$ cat config.mk
export PLATFORM = sky130hd
export DESIGN_NAME = btn_input
export DESIGN_NICKNAME = d
export VERILOG_FILES = /design/src/rtl/btn_input.sv
export SDC_FILE = /design/constraint.sdc
export NUM_CORES = 1
export LEC_CHECK = 0
export BUFFER_PORTS_ARGS = -buffer_cell sky130_fd_sc_hd__buf_2
export CAP_MARGIN = 10
export CORE_ASPECT_RATIO = 0.9
export CORE_MARGIN = 1
export CORE_UTILIZATION = 62
export CTS_CLUSTER_DIAMETER = 60
export DETAILED_ROUTE_END_ITERATION = 12
export PLACE_DENSITY = 0.9
export SLEW_MARGIN = 10
export SYNTH_ARGS = -nofsm -noshare
export SYNTH_HDL_FRONTEND = slang
export SYNTH_SLANG_ARGS = --single-unit
$ cat constraint.sdc
create_clock -name clk -period 2.83 [get_ports clk]
set_clock_uncertainty 0.1 [all_clocks]
set_input_delay 0.283 -clock clk [delete_from_list [all_inputs] [get_ports clk]]
set_output_delay 0.283 -clock clk [all_outputs]
set_load 0.02 [all_outputs]
$ cat src/rtl/btn_input.sv
// Debounced push-button/switch input peripheral with a small register interface.
// Each input is synchronized and debounced. A debounced 0->1 edge sets a sticky pending bit.
module btn_input #(
    parameter int unsigned WIDTH           = 4,
    parameter int unsigned DEBOUNCE_CYCLES = 1000000
) (
    input  logic             clk,
    input  logic             reset,
    input  logic [WIDTH-1:0] btn,
    input  logic             sel,
    input  logic             we,
    input  logic [3:0]       addr,
    input  logic [31:0]      wdata,
    output logic [31:0]      rdata,
    output logic             irq
);

    localparam int unsigned     CW     = $clog2(DEBOUNCE_CYCLES);
    localparam logic [CW-1:0]   CntMax = CW'(DEBOUNCE_CYCLES - 1);

    logic [WIDTH-1:0] sync1_q, sync2_q;
    logic [WIDTH-1:0] state_q, state_d;
    logic [CW-1:0]    cnt_q [WIDTH];
    logic [CW-1:0]    cnt_d [WIDTH];
    logic [WIDTH-1:0] pend_q, pend_d;
    logic [WIDTH-1:0] irq_en_q, irq_en_d;
    logic [WIDTH-1:0] rise;
    logic [31:0]      rdata_q, rdata_d;
    logic             irq_q, irq_d;
    logic             wr_en, rd_en;
    logic             unused_bits;

    assign wr_en       = sel & we;
    assign rd_en       = sel & ~we;
    assign unused_bits = ^{addr[1:0], wdata};

    // A bit flips only after the synchronized input has disagreed with it on
    // DEBOUNCE_CYCLES consecutive edges; any agreeing edge restarts the count.
    always_comb begin
        state_d = state_q;
        rise    = '0;
        for (int unsigned i = 0; i < WIDTH; i++) begin
            cnt_d[i] = '0;
            if (sync2_q[i] != state_q[i]) begin
                if (cnt_q[i] == CntMax) begin
                    state_d[i] = ~state_q[i];
                    rise[i]    = ~state_q[i];
                end else begin
                    cnt_d[i] = cnt_q[i] + CW'(1);
                end
            end
        end
    end

    always_comb begin
        pend_d   = pend_q;
        irq_en_d = irq_en_q;
        rdata_d  = rdata_q;
        irq_d    = |(pend_q & irq_en_q);
        if (wr_en) begin
            case (addr[3:2])
                2'd1:    pend_d   = pend_q & ~wdata[WIDTH-1:0];
                2'd2:    irq_en_d = wdata[WIDTH-1:0];
                default: ;
            endcase
        end
        // New rising edges win over a simultaneous clear.
        pend_d = pend_d | rise;
        if (rd_en) begin
            rdata_d = '0;
            case (addr[3:2])
                2'd0:    rdata_d[WIDTH-1:0] = state_q;
                2'd1:    rdata_d[WIDTH-1:0] = pend_q;
                2'd2:    rdata_d[WIDTH-1:0] = irq_en_q;
                default: rdata_d = '0;
            endcase
        end
    end

    always_ff @(posedge clk or negedge reset) begin
        if (!reset) begin
            sync1_q  <= '0;
            sync2_q  <= '0;
            state_q  <= '0;
            pend_q   <= '0;
            irq_en_q <= '0;
            rdata_q  <= '0;
            irq_q    <= 1'b0;
            for (int unsigned i = 0; i < WIDTH; i++) cnt_q[i] <= '0;
        end else begin
            sync1_q  <= btn;
            sync2_q  <= sync1_q;
            state_q  <= state_d;
            pend_q   <= pend_d;
            irq_en_q <= irq_en_d;
            rdata_q  <= rdata_d;
            irq_q    <= irq_d;
            for (int unsigned i = 0; i < WIDTH; i++) cnt_q[i] <= cnt_d[i];
        end
    end

    assign rdata = rdata_q;
    assign irq   = irq_q;

endmodule

==> results of run 1 <==
==> layout by cell type, fill, tap and decap left out, drive strengths merged, types with 4 or more instances in the layout <==
| cell type | count |
|---|---|
| a21oi | 26 |
| and3 | 14 |
| and4 | 4 |
| buf | 24 |
| clkbuf | 11 |
| clkinv | 4 |
| conb | 28 |
| dfrtp | 105 |
| dlygate4sd3 | 5 |
| ha | 4 |
| inv | 16 |
| mux2 | 8 |
| mux2i | 4 |
| nand2 | 31 |
| nand3 | 29 |
| nand4 | 22 |
| nor2 | 68 |
| nor3 | 14 |
| nor4 | 10 |
| nor4b | 5 |
| o21ai | 16 |
| o31ai | 14 |
| or3 | 12 |
| or4 | 10 |
| xnor2 | 33 |
| xor2 | 21 |
==> report_power, final <==
part | switching [mW] | internal [mW]
Combinational | 0.133 | 0.0620
Sequential | 0.0360 | 1.54
Clock | 0.500 | 0.455
Total | 0.669 | 2.06
==> cell families (layout without fill, tap and decap cells) <==
group / count (synthesis) / after routing / share of synthesized area
flip-flops: 105 / 105 / 0.500
multiplexers: 12 / 12 / 0.0248
AO/OA/AOI/OAI: 61 / 61 / 0.0713
other: 1 / 28 / 0.000714
buffers and inverters: 56 / 61 / 0.0627
AND/OR/NAND/NOR: 233 / 233 / 0.240
adder cells (fa/ha/maj): 4 / 4 / 0.00953
XOR/XNOR: 54 / 54 / 0.0901
==> stage by stage <==
step                instance area [um^2]  utilization  worst slack [ps]
detailed placement                  5370        0.659               574
finish                              5620        0.690               541
global placement                    5370        0.659               665
floorplan                           5350            -               941
CTS                                 5620        0.690               547
global route                        5620        0.690               332
==> worst min-delay path by stage <==
stage / to / slack, ps / cells after the start
final: irq_en_q[3] / 90 / 2
after global routing: irq_en_q[3] / 80 / 2
after CTS: irq_en_q[3] / 80 / 2
after detailed placement: cnt_q[14] / 220 / 1
after global placement: cnt_q[15] / 220 / 1
after floorplan: cnt_q[0] / -110 / 0
==> flip-flops by register name, indices dropped and copies added, names as in the netlist <==
name and cells:
cnt_q 80, irq_en_q 4, pend_q 4, rdata 4
state_q 4, sync1_q 4, sync2_q 4, irq 1
==> routing by layer <==
metal,share of wire,vias up,wire (um)
li1,-,1852,-
met3,0.035,9,337
met4,0.0076,0,74
met2,0.50,98,4870
met1,0.46,1889,4470
met5,0,-,0
==> area by class of cell <==
| type | count | share of cell area |
|---|---|---|
| clock buffers | 11 | 0.0269 |
| well taps | 99 | 0.0220 |
| clock inverters | 5 | 0.00957 |
| multi-input cells | 392 | 0.428 |
| flip-flops and latches | 105 | 0.467 |
| inverters | 16 | 0.0107 |
| repair buffers | 29 | 0.0356 |
==> timing repair <==
| action | 4_1_cts | 5_1_grt |
|---|---|---|
| hold endpoints to repair | 49 | 0 |
| resized for setup | 0 | 0 |
| hold buffers | 5 | 0 |
==> summary.md, run 1 <==
| Metric | Value |
|---|---|
| Outcome | finished clean |
| Htree depth | 3 |
| Row count | 31 |
| Crit path capture type | flip-flop |
| Leak | between 2 and 2.5 nW |
| Tmin final | roughly 2300 ps |
| VDD IR max | around 0.00025 V |
| Initial Utilization | 0.645 |
| Root buffer cell | clkbuf_8 |
| GRT overflow | 0 |
| Worst-case clock buffer depth | 2 |
| Largest net degree at the start of global routing | between 60 and 70 |
| Yosys warns | 0 |
| CTS tree | yes |
| Syn-to-layout area delta | 7.08% |
| Max_cap viols | 0 |
| Synth Flop Type | dfrtp_1 |
| Vias per cell | a little under 6 |
| Setup Fix Bufs, Post-CTS | 0 |
| Final wirelength | ~10 mm |
| RD Place Congestion | approximately 0.9 |
| Synth top area cells | dfrtp_1 50%, xnor2_1 5.5%, nor2_1 4.9% |
| #FFs+latches synth | about 110 |
| Setup violations, final | 0 |
| Netlist cell types | 45 |
| GRT Max-Usage Layer | met2 |
| Delay-heaviest family, CP | compound AO/OA/AOI/OAI gates |
| Placed insts | 636 |
| Critical path, cell by cell | ha_1, and3_1, nand3_1, o31ai_2, buf_4, nor2_1 |
| Max frequency | ~440 MHz |
| Register area | around 2600 um^2 |
| Reg2reg path depth | 6 |
| GR Util met2 | 0.423 |
| Largest area contributor in the netlist | dfrtp_1 |
| Period Utilization, post-route | 0.809 |
| Hold path start | wdata[3] |
| Worst slew pin tran | roughly 650 ps |
| Worst skew pair latency | 360 ps |
| Buf+Inv Stages, Crit Path | 1 |
| ANT nets after route | 0 |
| Tot Pwr | approximately 2.7 mW |
| RSZ-0062 raised after global routing | false |
| Port bufs | 18 |
| Layout cells sized above 1 | 0.109 |
| Max stage delay cell, worst path | o31ai_2 |
| Post-Syn Area | between 5000 and 6000 um^2 |
| Die Ht | 89.3 um |
| Kind of start point of the critical path | flip-flop |
| Wire per inst | between 10 and 15 um |
| Non-filler cells, final | between 600 and 700 |
| Multi-input gate area | between 2000 and 2500 um^2 |
| Hold WC Path Type | in2reg |
| Post-DP HPWL | between 6 and 7 mm |
| Fill count | 579 |
| Critical path destination | cnt_q[64] |
| Sequential area share after synthesis | 0.500 |
| Final #Nets | between 600 and 700 |
| Synth async-reset ratio | 1.00 |
| Top cells by count, synth | 105 x dfrtp_1, 68 x nor2_1, 33 x xnor2_1, 31 x nand2_1, 30 x buf_4 |
| CTS clock-pin slew for the worst setup and hold paths | 90 ps |
| CTS sink count | about 110 |
| TritonRoute pass-1 iters | 4 |
| Core area | 8150 um^2 |
| Mapped Cells | between 500 and 600 |
| FF-to-FF End | cnt_q[64] |
| Syn avg cell area | 9.98 um^2 |
| Die area | just under 9000 um^2 |
| Setup crit start | cnt_q[60] |
| I/O pin cnt | between 70 and 80 |
| Crit Path Class | reg2reg |
| Number of global-route vias before repair | 3644 |
| First-pass GRT wire length | roughly 17 mm |
| Met3 Use GR | 0.0469 |
| CP peak stage delay | roughly 620 ps |
| Cts bufs inserted | 9 |
| Initial DRC count | roughly 150 |
| PwrDens | approximately 490 nW/um^2 |
| Die width | 99 um |
| Max Slew Vio Count | 0 |
| Max_slew headroom | 0.562 |
| Final Hold Viols | 0 |
| Crit path DAT | around 2400 ps |
| All-Layer GR Usage | 0.238 |
| Worst endpoint required time | around 3000 ps |
| WHS | 89.2 ps |
| Critical path depth in cells | 6 |
| EDFF count, synth | 0 |
| Top cell type's share of synthesized area | 0.500 |
| Top-count cell post-synth | dfrtp_1 |
| M1 GR Usage | 0.304 |
| Vias post-DR | 3848 |
| Critical R2R Launch | cnt_q[60] |
| Initial antenna violation count | 0 |
| ANT cells | 0 |
| DRC Markers | 0 |
| Worst-path maximum fanout | 12 |
| Reg2reg setup slack | 540 ps |
| Setup tns final | 0 ps |
No activity file was read; power rests on OpenSTA's default activity.
==> run 2: changes to the inputs <==
- CORE_UTILIZATION: 62 -> 57
- PLACE_DENSITY: 0.9 -> 0.84
- clock period: 2.83 -> 2.11 ns (I/O delays scaled with it)
==> run 2 against run 1 <==
Effect of this change:
- critical path type unchanged
- wire length up 1.2%
- sequential power up 34%
- global-route usage down 0.63 points
- utilization down 3.5 points
- power up 37%
- largest cell class unchanged
- die area up 8.6%
- final cell count up 4.6%
- critical endpoint is now cnt_q[18]
- largest power group unchanged
- non-clock buffer count up 10
- fmax up 15%
==> summary.md, run 2 (synthesized netlist as in run 1, its figures left out) <==
| Metric | Value |
|---|---|
| Max stage delay cell, worst path | or4_1 |
| Critical R2R Launch | cnt_q[0] |
| Max_cap viols | 0 (unchanged) |
| Crit path DAT | 2190 ps (-250 ps) |
| Vias per cell | 5.54 (-5.4%) |
| First-pass GRT wire length | 17.2 mm (+3.6%) |
| Buf+Inv Stages, Crit Path | 0 (-1) |
| Initial DRC count | 101 (-30%) |
| RD Place Congestion | 0.803 (-10%) |
| Initial antenna violation count | 0 (unchanged) |
| DRC Markers | 0 (unchanged) |
| Root buffer cell | clkbuf_8 |
| Outcome | finished clean |
| Row count | 32 (+3.2%) |
| Vias post-DR | 3807 (-1.1%) |
| Worst endpoint required time | 2310 ps (-670 ps) |
| All-Layer GR Usage | 0.231 (-0.00629) |
| Reg2reg path depth | 5 (-1) |
| Hold path start | wdata[3] |
| Final wirelength | 9.87 mm (+1.2%) |
| Max Slew Vio Count | 0 (unchanged) |
| Hold WC Path Type | in2reg |
| Worst skew pair latency | 370 ps (about the same) |
| Number of global-route vias before repair | 3799 (+4.3%) |
| Post-DP HPWL | 6.97 mm (+2.1%) |
| Final Hold Viols | 0 (unchanged) |
| VDD IR max | 0.000475 V (+91%) |
| Die area | 9600 um^2 (+8.6%) |
| Period Utilization, post-route | 0.942 (+0.133) |
| Wire per inst | 14.4 um (-3.2%) |
| FF-to-FF End | cnt_q[18] |
| Largest net degree at the start of global routing | 62 (+1.6%) |
| Htree depth | 3 (unchanged) |
| Commonest non-fill, non-tap cell in the layout | dfrtp_1 |
| Final #Nets | 611 (+1.7%) |
| Leak | 2.43 nW (+1.7%) |
| Cts bufs inserted | 9 (unchanged) |
| Hold Path End | irq_en_q[3] |
| Syn-to-layout area delta | 9.41% |
| Worst-path maximum fanout | 7 (-5) |
| ANT nets after route | 0 (unchanged) |
| Most frequent cells in the layout | 104 x dfrtp_1, 68 x nor2_1, 33 x xnor2_1 |
| I/O pin cnt | 77 (unchanged) |
| Kind of start point of the critical path | flip-flop |
| ANT cells | 0 (unchanged) |
| Top reg by flops | cnt_q |
| Reg2reg setup slack | 120 ps (-420 ps) |
| Crit path capture type | flip-flop |
| Setup tns final | 0 ps (unchanged) |
| Layout cells sized above 1 | 0.121 (+0.0122) |
| Max frequency | 503 MHz (+15%) |
| GRT overflow | 0 (unchanged) |
| Worst-case clock buffer depth | 2 (unchanged) |
| CTS tree | yes |
| RSZ-0062 raised after global routing | false |
| Port bufs | 18 (unchanged) |
| PwrDens | 652 nW/um^2 (+34%) |
| Delay-heaviest family, CP | simple AND/OR/NAND/NOR gates |
| CTS sink count | 105 (unchanged) |
| Critical path, cell by cell | ha_1, nand4_1, or2_1, or4_1, a21oi_1 |
| Die width | 103 um (+4.2%) |
| Tmin final | 1990 ps (-301 ps) |
| Crit Path Class | reg2reg |
| CTS clock-pin slew for the worst setup and hold paths | 100 ps (about the same) |
| Initial Utilization | 0.599 (-0.0458) |
| Core area | 8770 um^2 (+7.6%) |
| WHS | 23.3 ps (-65.9 ps) |
| Max FFs per register | 80 (unchanged) |
| Hold depth | 2 (unchanged) |
| Die Ht | 93.0 um (+4.2%) |
| Setup violations, final | 0 (unchanged) |
| TritonRoute pass-1 iters | 4 (unchanged) |
| CP peak stage delay | 510 ps (-110 ps) |
## run 2: changes by cell type in the layout (fill, tap and decap cells not counted), sizes merged
cell,previous run,this run
buf,24,31
inv,16,18
clkinvlp,0,1
clkbuf,11,10
dlygate4sd3,5,8
bufinv,1,2
clkinv,4,1
## run 2: repair_timing
item	CTS	global route
setup buffers	0	1
endpoints found under the setup margin	0	1
hold buffers	8	0
hold endpoints to repair	36	0
gates resized for setup	0	2
## run 2: cell type report
cell class	count	area [um^2]
multi-input combinational	392	2410
timing repair buffer	39	283
tap	119	149
clock inverter	6	90.1
inverter	16	60.1
fill	693	3020
clock buffer	10	128
sequential	105	2630
## run 2: through the flow
step	instances	utilization	cell area, um^2	worst slack, ps	power [mW]
3_3_place_gp	662	0.620	5440	174	2.40
2_1_floorplan	553	-	5350	221	2.34
6_report	687	0.655	5740	122	3.75
4_1_cts	686	0.654	5730	40.8	3.78
3_5_place_dp	662	0.620	5440	51.8	2.42
5_1_grt	687	0.655	5740	7.43	3.90
## run 2: per-layer routing
metal | wire [um] | GRT usage
met4 | 108 | 0.0540
met5 | 0 | 0
met3 | 365 | 0.0546
met1 | 4350 | 0.302
met2 | 5050 | 0.390
## run 2: power breakdown
part | switching [mW] | internal, mW
sequential | 0.0469 | 2.07
combinational | 0.179 | 0.0908
clock | 0.686 | 0.675
## run 2: worst max path at each step
stage	startpoint	endpoint	cells past startpoint
final	cnt_q[0]	cnt_q[18]	5
after global routing	cnt_q[0]	cnt_q[18]	5
after CTS	cnt_q[60]	cnt_q[78]	5
after detailed placement	cnt_q[60]	cnt_q[78]	5
after global placement	cnt_q[60]	cnt_q[78]	5
after floorplan	cnt_q[20]	cnt_q[38]	5
## run 2: worst register-to-register path: stages, from the launching register on
cell     delay, ps
dfrtp_1        410
ha_1           260
nand4_1        160
or2_1          340
or4_1          510
a21oi_1        160
==> run 3: changes to the inputs <==
- CORE_UTILIZATION: 57 -> 45
- PLACE_DENSITY: 0.84 -> 0.69
==> run 3 against run 2 <==
Effect of this change:
- via count shrank 0.55%
- fmax is essentially flat
- critical path depth is the same
- register-to-register slack is essentially flat
- sequential power is essentially flat
- utilization shrank 14 points
- largest power group unchanged
==> summary.md, run 3 (synthesized netlist as in run 1, its figures left out) <==
| Metric | Value |
|---|---|
| Core area | 11400 um^2 (+30%) |
| Htree depth | 3 (unchanged) |
| Outcome | finished clean |
| Port bufs | 18 (unchanged) |
| First-pass GRT wire length | 16.6 mm (-3.9%) |
| Final wirelength | 9.50 mm (-3.8%) |
| Vias post-DR | 3786 (-0.55%) |
| ANT cells | 0 (unchanged) |
| Hold WC Path Type | in2reg |
| Placed Area | 5500 um^2 (+1.1%) |
| Commonest non-fill, non-tap cell in the layout | dfrtp_1 |
| Setup tns final | 0 ps (unchanged) |
| Critical path, cell by cell | ha_1, nand3_1, or3_1, or4_1, a21oi_1 |
| Tmin final | 1990 ps (-0.0920 ps) |
| I/O pin cnt | 77 (unchanged) |
| Row count | 37 (+16%) |
| PwrDens | 680 nW/um^2 (+4.2%) |
| Worst endpoint required time | 2290 ps (-20 ps) |
| Placed insts | 701 (+5.9%) |
| Max Slew Vio Count | 0 (unchanged) |
| Crit Path Class | reg2reg |
| Max FFs per register | 80 (unchanged) |
| Non-filler cells, final | 724 (+5.4%) |
| Max frequency | 503 MHz (about the same) |
| CTS clock-pin slew for the worst setup and hold paths | 70 ps (-30 ps) |
| RSZ-0062 raised after global routing | false |
| Worst-path maximum fanout | 4 (-3) |
| GRT overflow | 0 (unchanged) |
| ANT nets after route | 0 (unchanged) |
| Kind of start point of the critical path | flip-flop |
| Worst-case clock buffer depth | 2 (unchanged) |
| Wire per inst | 13.1 um (-8.7%) |
| Final #Nets | 611 (unchanged) |
| Post-DP HPWL | 6.58 mm (-5.5%) |
| VDD IR max | 0.000569 V (+20%) |
| Final Hold Viols | 0 (unchanged) |
| WHS | 13.9 ps (-9.38 ps) |
| Initial Utilization | 0.461 (-0.138) |
| Final Instance Area | 5850 um^2 (+1.9%) |
| CTS tree | yes |
| Largest net degree at the start of global routing | 72 (+16%) |
| CTS sink count | 105 (unchanged) |
| Most frequent cells in the layout | 105 x dfrtp_1, 68 x nor2_1, 33 x xnor2_1 |
| Vias per cell | 5.23 (-5.6%) |
| DRC Markers | 0 (unchanged) |
| Cts bufs inserted | 9 (unchanged) |
| RD Place Congestion | 0.756 (-5.8%) |
| TritonRoute pass-1 iters | 4 (unchanged) |
| Max stage delay cell, worst path | or4_1 |
| Die width | 116 um (+12%) |
| Top reg by flops | cnt_q |
| Number of global-route vias before repair | 3609 (-5.0%) |
| Die area | 12100 um^2 (+26%) |
| Tot Pwr | 3.98 mW (+6.2%) |
| Die Ht | 104 um (+12%) |
| Max_cap viols | 0 (unchanged) |
| Period Utilization, post-route | 0.942 (about the same) |
| Worst skew pair latency | 350 ps (-20 ps) |
| Syn-to-layout area delta | 11.5% |
| CP peak stage delay | 490 ps (-20 ps) |
| Initial antenna violation count | 1 (+1) |
| Setup violations, final | 0 (unchanged) |
| Leak | 2.46 nW (+1.1%) |
| Layout cells sized above 1 | 0.125 (+0.00352) |
| Crit path capture type | flip-flop |
| Crit path DAT | 2170 ps (-20 ps) |
| Root buffer cell | clkbuf_16 |
| All-Layer GR Usage | 0.173 (-0.0585) |
| Initial DRC count | 132 (+31%) |
run 3: cell count changes in the layout (fill, tap and decap cells not counted), sizes merged:
cell         change
dlygate4sd3      -2
inv              +1
clkbuf           -1
bufinv           -2
clkinv           +1
buf              +2
clkinvlp         +1
run 3: repair_timing:
item,CTS,global route
hold buffers,6,0
setup buffers,0,1
gates resized for setup,0,1
endpoints found under the hold margin,110,0
setup endpoints to repair,0,2
run 3: cell type report:
type	instances	area [um^2]
Fill cell	1057	5540
Sequential cell	105	2630
Multi-Input combinational cell	392	2410
Timing Repair Buffer	39	278
Clock buffer	9	225
Tap cell	156	195
Clock inverter	7	61.3
Inverter	16	60.1
run 3: routing by layer:
metal  GRT usage  vias up  share of wire  wire [um]
li1            -     1881              -          -
met2       0.272       67           0.47       4450
met4      0.0549        0          0.012        112
met5           0        -              0          0
met1       0.235     1829           0.48       4600
met3      0.0396        9          0.035        333
run 3: worst paths after layout:
path | endpoint | cells past startpoint | slack, ps | from
max in group asynchronous | cnt_q[71] | 3 | 1230 | reset
worst max-delay path | cnt_q[38] | 5 | 120 | cnt_q[20]
worst min-delay path | irq_en_q[2] | 2 | 10 | wdata[2]
worst max register to register | cnt_q[38] | 5 | 120 | cnt_q[20]
min in group asynchronous | cnt_q[48] | 2 | 100 | reset
worst min register to register | sync2_q[3] | 0 | 250 | sync1_q[3]
run 3: per-stage QoR:
| stage | setup slack, ps | utilization |
|---|---|---|
| 2_1_floorplan | 221 | - |
| 3_3_place_gp | 171 | 0.483 |
| 3_5_place_dp | 115 | 0.483 |
| 4_1_cts | 98.8 | 0.513 |
| 5_1_grt | 0.677 | 0.514 |
| 6_report | 122 | 0.514 |
run 3: worst max-delay path, delay by kind of cell (launching register included):
kind / cells / cell delay, ps
fa+ha+maj: 1 / 230
compound gates: 1 / 150
simple gates: 3 / 1060
flops: 1 / 390
run 3: report_power, final:
group / switching (mW) / internal (mW) / total [mW]
Clock: 0.781 / 0.821 / 1.60
Sequential: 0.0463 / 2.07 / 2.11
Combinational: 0.175 / 0.0869 / 0.262
Total: 1.00 / 2.98 / 3.98
